`src/rtl/snn_pkg.sv`:
```
// Shared types and sizing helpers for the spiking-network readout blocks.
package snn_pkg;

  typedef enum logic [2:0] {
    StIdle,
    StClear,
    StRun,
    StScan,
    StOut
  } win_state_e;

  // Index width for n items, never narrower than one bit.
  function automatic int unsigned idx_width(int unsigned n);
    return (n > 1) ? $clog2(n) : 1;
  endfunction

endpackage

```
`src/rtl/spike_count_bank.sv`:
```
// Bank of saturating per-node spike counters with a single indexed read port.
module spike_count_bank #(
  parameter int unsigned NUM_NODES = 10,
  parameter int unsigned CNT_W     = 16,
  parameter int unsigned IDX_W     = 4
) (
  input  logic                 clk_i,
  input  logic                 rst_i,
  input  logic                 clr_i,
  input  logic                 inc_i,
  input  logic [NUM_NODES-1:0] spikes_i,
  input  logic [IDX_W-1:0]     rd_idx_i,
  output logic [CNT_W-1:0]     rd_count_o
);

  localparam logic [CNT_W-1:0] CntMax = '1;

  logic [CNT_W-1:0] cnt_q [NUM_NODES];

  always_ff @(posedge clk_i) begin
    if (rst_i || clr_i) begin
      for (int i = 0; i < NUM_NODES; i++) begin
        cnt_q[i] <= '0;
      end
    end else if (inc_i) begin
      for (int i = 0; i < NUM_NODES; i++) begin
        if (spikes_i[i] && (cnt_q[i] != CntMax)) begin
          cnt_q[i] <= cnt_q[i] + CNT_W'(1);
        end
      end
    end
  end

  // Explicit compare-mux keeps out-of-range indices reading zero.
  always_comb begin
    rd_count_o = '0;
    for (int i = 0; i < NUM_NODES; i++) begin
      if (rd_idx_i == IDX_W'(i)) begin
        rd_count_o = cnt_q[i];
      end
    end
  end

endmodule

```
`src/rtl/inference_window_ctrl.sv`:
```
// Windowed spike-count classifier: clear, count WINDOW_LEN ticks, argmax scan,
// then hold the winner on a valid/ready handshake.
module inference_window_ctrl
  import snn_pkg::*;
#(
  parameter int unsigned NUM_NODES  = 10,
  parameter int unsigned WINDOW_LEN = 100,
  parameter int unsigned CNT_W      = 16,
  localparam int unsigned IdxW      = idx_width(NUM_NODES)
) (
  input  logic                 clk_i,
  input  logic                 rst_i,
  input  logic                 start_i,
  input  logic                 tick_i,
  input  logic [NUM_NODES-1:0] nodes_i,
  output logic                 clear_o,
  output logic                 busy_o,
  output logic                 winner_valid_o,
  input  logic                 winner_ready_i,
  output logic [IdxW-1:0]      winner_idx_o,
  output logic [CNT_W-1:0]     winner_count_o,
  output logic                 tie_o
);

  localparam int unsigned TickW = idx_width(WINDOW_LEN);
  localparam logic [TickW-1:0] LastTick = TickW'(WINDOW_LEN - 1);
  localparam logic [IdxW-1:0]  LastIdx  = IdxW'(NUM_NODES - 1);

  win_state_e       state_q;
  logic [TickW-1:0] tick_cnt_q;
  logic [IdxW-1:0]  scan_k_q;
  logic [CNT_W-1:0] best_q, best_d;
  logic [IdxW-1:0]  best_idx_q, best_idx_d;
  logic             tie_scan_q, tie_scan_d;
  logic             clear_q, busy_q, valid_q, tie_q;
  logic [IdxW-1:0]  idx_q;
  logic [CNT_W-1:0] count_q;
  logic [CNT_W-1:0] rd_count;

  spike_count_bank #(
    .NUM_NODES (NUM_NODES),
    .CNT_W     (CNT_W),
    .IDX_W     (IdxW)
  ) u_bank (
    .clk_i      (clk_i),
    .rst_i      (rst_i),
    .clr_i      (state_q == StClear),
    .inc_i      ((state_q == StRun) && tick_i),
    .spikes_i   (nodes_i),
    .rd_idx_i   (scan_k_q),
    .rd_count_o (rd_count)
  );

  // Strict greater-than keeps the lowest index on ties.
  always_comb begin
    best_d     = best_q;
    best_idx_d = best_idx_q;
    tie_scan_d = tie_scan_q;
    if (scan_k_q == '0) begin
      best_d     = rd_count;
      best_idx_d = '0;
      tie_scan_d = 1'b0;
    end else if (rd_count > best_q) begin
      best_d     = rd_count;
      best_idx_d = scan_k_q;
      tie_scan_d = 1'b0;
    end else if (rd_count == best_q) begin
      tie_scan_d = 1'b1;
    end
  end

  always_ff @(posedge clk_i) begin
    if (rst_i) begin
      state_q    <= StIdle;
      tick_cnt_q <= '0;
      scan_k_q   <= '0;
      best_q     <= '0;
      best_idx_q <= '0;
      tie_scan_q <= 1'b0;
      clear_q    <= 1'b0;
      busy_q     <= 1'b0;
      valid_q    <= 1'b0;
      idx_q      <= '0;
      count_q    <= '0;
      tie_q      <= 1'b0;
    end else begin
      case (state_q)
        StIdle: begin
          if (start_i) begin
            state_q <= StClear;
            clear_q <= 1'b1;
            busy_q  <= 1'b1;
          end
        end
        StClear: begin
          state_q    <= StRun;
          clear_q    <= 1'b0;
          tick_cnt_q <= '0;
          scan_k_q   <= '0;
          best_q     <= '0;
          best_idx_q <= '0;
          tie_scan_q <= 1'b0;
        end
        StRun: begin
          if (tick_i) begin
            tick_cnt_q <= tick_cnt_q + TickW'(1);
            if (tick_cnt_q == LastTick) begin
              state_q <= StScan;
            end
          end
        end
        StScan: begin
          best_q     <= best_d;
          best_idx_q <= best_idx_d;
          tie_scan_q <= tie_scan_d;
          scan_k_q   <= scan_k_q + IdxW'(1);
          if (scan_k_q == LastIdx) begin
            state_q <= StOut;
            valid_q <= 1'b1;
            idx_q   <= best_idx_d;
            count_q <= best_d;
            tie_q   <= tie_scan_d;
          end
        end
        StOut: begin
          if (winner_ready_i) begin
            state_q <= StIdle;
            valid_q <= 1'b0;
            busy_q  <= 1'b0;
          end
        end
        default: state_q <= StIdle;
      endcase
    end
  end

  assign clear_o        = clear_q;
  assign busy_o         = busy_q;
  assign winner_valid_o = valid_q;
  assign winner_idx_o   = idx_q;
  assign winner_count_o = count_q;
  assign tie_o          = tie_q;

endmodule

```
`config.mk`:
```
export PLATFORM = sky130hd
export DESIGN_NAME = inference_window_ctrl
export DESIGN_NICKNAME = d
export VERILOG_FILES = /design/src/rtl/snn_pkg.sv /design/src/rtl/spike_count_bank.sv /design/src/rtl/inference_window_ctrl.sv
export SDC_FILE = /design/constraint.sdc
export NUM_CORES = 1
export LEC_CHECK = 0
export CORE_UTILIZATION = 57
export DETAILED_ROUTE_END_ITERATION = 8
export GPL_TIMING_DRIVEN = 0
export PLACE_DENSITY = 0.78
export SYNTH_ARGS = -nofsm -noshare
export SYNTH_HDL_FRONTEND = slang
export SYNTH_HIERARCHICAL = 1
export SYNTH_SLANG_ARGS = --single-unit
```
`constraint.sdc`:
```
create_clock -name clk_i -period 3.7 [get_ports clk_i]
set_input_delay 0.74 -clock clk_i [delete_from_list [all_inputs] [get_ports clk_i]]
set_output_delay 0.74 -clock clk_i [all_outputs]
set_load 0.03 [all_outputs]
```
==> flow_summary_export.csv <==
group,metric,value,unit
status,status,"finished, violations left",
status,violations,"setup timing",
cells_and_area,multi_input_area,0.007087,mm2
yosys,synth-seq-cells,219,
sta,hold_viol,0,
yosys,async_flop_share,0,%
floorplan,die_area,0.02356,mm2
sta,period_share,100.2,%
cts,cts-root-buf,"clkbuf_16",
worst_setup_path,critPathKind,"register to register",
global_routing,antenna_found_initial,1,
power,p_sw,1589,uW
min_path,min_path_cells,2,
route,routed_wl,35320,um
worst_setup_path,rrSetupSlack,-0.006,ns
place,portBuffers,38,
floorplan,io_pins,39,
worst_setup_path,required,4.16,ns
yosys,avgSynthCellArea,9.605,um2
place,dp.cells,1687,
cells_and_area,syn_to_final_growth,18.62,%
power,internal_power,4448,uW
yosys,ys_top_cells_by_count,"239 x nor2_1, 160 x edfxtp_1, 84 x nand2_1",
power,combPwrFrac,10.9,%
worst_setup_path,cp.arrival,4.17,ns
worst_setup_path,crit_chain,"buf_6 > buf_8 > nand3b_1 > buf_4 > o22a_1 > o221ai_1 > o221a_2 > ha_1 > nand2_1 > nor3_2 > nor4_4 > buf_4 > nand4_1 > a21oi_4 > buf_6 > a22o_1",
cts,insertion_delay,0.53,ns
yosys,yosys.area.top_type,"edfxtp_1",
cts,cts_tree,"built",
power,swShare,26.32,%
floorplan,start_util,57.96,%
sta,rsz0062_at_grt,"true",
floorplan,num_rows,55,
worst_setup_path,rr_worst_depth,16,
min_path,worstHoldStart,"tie_o",
power,leakagePower,0.005070,uW
route,antenna_left,0,
floorplan,die_width,153.5,um
route,via_per_inst,6.334,
route,first_pass_iters,5,
power,power.density,389.0,mW/mm2
worst_setup_path,path_buf_inv,5,
worst_setup_path,r2r_start,"scan_k_q[1]",
cells_and_area,stdcell_count,1764,
job,maxCapViolations,0,
place,dp_hpwl,24370,um
cts,htree_num_levels,1,
sta,setup_viol_count_final,2,
global_routing,globalRoute.totalOverflow,0,
sta,clock.fmax,269.9,MHz
global_routing,grt.total_usage,29.29,%
global_routing,grt_pass1_wl,55300,um
cells_and_area,drive_gt1_share,15.35,%
sta,tns,-0.01014,ns
yosys,syn-cell-area,0.01308,mm2
yosys,synth_most_common_cell,"nor2_1",
route,drtIter0Drc,1163,
worst_setup_path,critPathLaunchType,"register",
route,vias,11170,
yosys,syn_inst,1362,
cells_and_area,n_fill_cell,1692,
route,post_drt_wl_per_cell,20.02,um
sta,max_slew_margin,36.74,%
cts,clockBufferDepth,3,
cells_and_area,nNetsFinal,1506,
floorplan,fp.dieH,153.5,um
yosys,synth_cell_types,79,
cells_and_area,regArea,0.006001,mm2
cts,clk_pin_slew,0.06,ns
yosys,synthFlopType,"edfxtp_1",
worst_setup_path,cp-end-kind,"register",
worst_setup_path,r2r-end,"best_q[12]",
global_routing,grt_pass1_vias,10270,
yosys,yosys_warnings,6,
power,clkPwrFrac,39.7,%
sta,finalMaxSlewViolations,0,
cells_and_area,diodes,0,
worst_setup_path,cp_max_fo,10,
worst_setup_path,slowest_stage,"nor4_4",
min_path,hold_class,"register to register",
cts,postCtsHoldBufs,0,
cts,cts_buffers,25,
yosys,synth.top_cell.area_share,36.73,%
route,drc,0,
power,ir_drop,320.0,uV
worst_setup_path,slowest_delay,0.42,ns
sta,layout_setup_ws,-0.005585,ns
place,gp_congestion,0.9674,
sta,skew,0.01300,ns
sta,period_minus_slack,3.706,ns
sta,worst_slew_pin_slew,0.9489,ns
sta,whs,0.4601,ns
yosys,syn_nets,1407,
power,seq_power_share,49.4,%
yosys,synth-edff-count,160,
cts,clock-sinks,219,
floorplan,core_area,0.02257,mm2
global_routing,grt_max_degree,17,
min_path,worst_hold_path.endpoint,"tie_o",
worst_setup_path,cp_top_family,"compound AO/OA/AOI/OAI gates",
place,place_ws,-1.192,ns
yosys,ys_top_cells_by_area,"edfxtp_1 37%, dfxtp_1 9.0%, nor2_1 6.9%",
yosys,ys_seq_area_share,45.75,%
## cell type report
| class | count | share of cell area [%] |
|---|---|---|
| Buffer | 66 | 2.725 |
| Clock inverter | 9 | 0.4676 |
| Timing Repair Buffer | 74 | 4.426 |
| Inverter | 49 | 1.185 |
| Clock buffer | 36 | 4.563 |
| Sequential cell | 219 | 38.67 |
| Multi-Input combinational cell | 1026 | 45.67 |
| Tap cell | 285 | 2.298 |
## repair_timing
item / 4_1_cts / 5_1_grt
endpoints found under the hold margin: 0 / 0
buffers inserted: 21 / 14
pin swaps: 17 / 23
gates resized for setup: 77 / 81
endpoints found under the setup margin: 42 / 41
## placed cells by master (no fill, tap or decap), drive strengths merged, types with 6 or more instances in the layout
cell           synthesis  routed
dfxtp                 59      59
o22ai                 16      16
mux2                   7       7
a31o                   6       6
xnor2                 82      82
and3                  14      14
buf                   28      66
a211oi                20      20
a31oi                  7       7
nand3b                 6       6
ha                    30      30
xor2                  55      55
o21bai                 8       8
nor2b                  8       8
a21oi                 38      38
nor2                 240     240
clkdlybuf4s50          0      38
inv                   49      51
o221ai                11      11
nor3                  28      28
clkinv                 0       6
clkbuf                40      72
nand3                 65      65
a22o                  16      16
o21ai                 42      42
nor4                  30      30
or3                   11      11
nand2                 84      84
mux2i                 49      49
and4                  13      13
nand4                 52      52
nand2b                12      12
or2                    8       8
and2                   7       7
o31ai                  9       9
edfxtp               160     160
## power by group through the flow
| stage | logic [uW] | clock network [uW] | registers, uW |
|---|---|---|---|
| floorplan | 376 | 0 | 2950 |
| global placement | 517 | 0 | 3020 |
| detailed placement | 533 | 0 | 3020 |
| CTS | 589 | 2420 | 2970 |
| global route | 706 | 2520 | 3000 |
| finish | 658 | 2400 | 2980 |
## stage by stage
step | cell area (um2) | total power [uW] | utilization (%)
after floorplan | 13080 | 3331 | -
after global placement | 13820 | 3536 | 61.23
after detailed placement | 13840 | 3555 | 61.32
after CTS | 15070 | 5984 | 66.78
after global routing | 15520 | 6226 | 68.75
final | 15520 | 6037 | 68.75
## how the worst max path moves through the flow
stage	start	endpoint	slack, ns	cells past startpoint
3_5_place_dp	scan_k_q[0]	winner_count_o[15]	-1.19	14
6_report	scan_k_q[1]	best_q[12]	-0.006	16
5_1_grt	scan_k_q[1]	best_q[12]	-0.11	16
3_3_place_gp	scan_k_q[0]	winner_count_o[15]	-1.14	14
2_1_floorplan	scan_k_q[2]	winner_count_o[12]	0.08	16
4_1_cts	scan_k_q[2]	winner_count_o[9]	-0.004	16
## worst reg2reg max path, cell delays in order, from the launching register on
cell	delay, ns
dfxtp_4	0.40
buf_6	0.18
buf_8	0.17
nand3b_1	0.17
buf_4	0.18
o22a_1	0.20
o221ai_1	0.17
o221a_2	0.34
ha_1	0.30
nand2_1	0.11
nor3_2	0.06
nor4_4	0.42
buf_4	0.20
nand4_1	0.15
a21oi_4	0.24
buf_6	0.18
a22o_1	0.16
## registers in the layout (all words and copies together) (netlist names)
name / count
clear_o: 1
winner_valid_o: 1
winner_idx_o: 4
winner_count_o: 16
tick_cnt_q: 7
best_idx_q: 4
tie_scan_q: 1
best_q: 16
state_q: 3
u_bank/cnt_q: 160
tie_o: 1
scan_k_q: 4
busy_o: 1
## per-layer routing
| metal | vias up | routed length, um | global-route usage [%] |
|---|---|---|---|
| met4 | 2 | 1364 | 12.05 |
| met2 | 516 | 16090 | 45.35 |
| met1 | 5384 | 15120 | 41.26 |
| met5 | - | 10 | 0 |
| li1 | 5182 | - | - |
| met3 | 90 | 2729 | 4.340 |
## kinds of logic (layout without fill, tap and decap cells)
group           Yosys count  after routing  synth area share, %
mux                      57             57                4.524
flops                   219            219                45.75
simple gates            591            591                22.35
compound gates          211            211                11.48
xor+xnor                137            137                9.172
fa+ha+maj                30             30                2.869
buf+inv                 117            234                3.854
No activity file was read; power rests on OpenSTA's default activity.
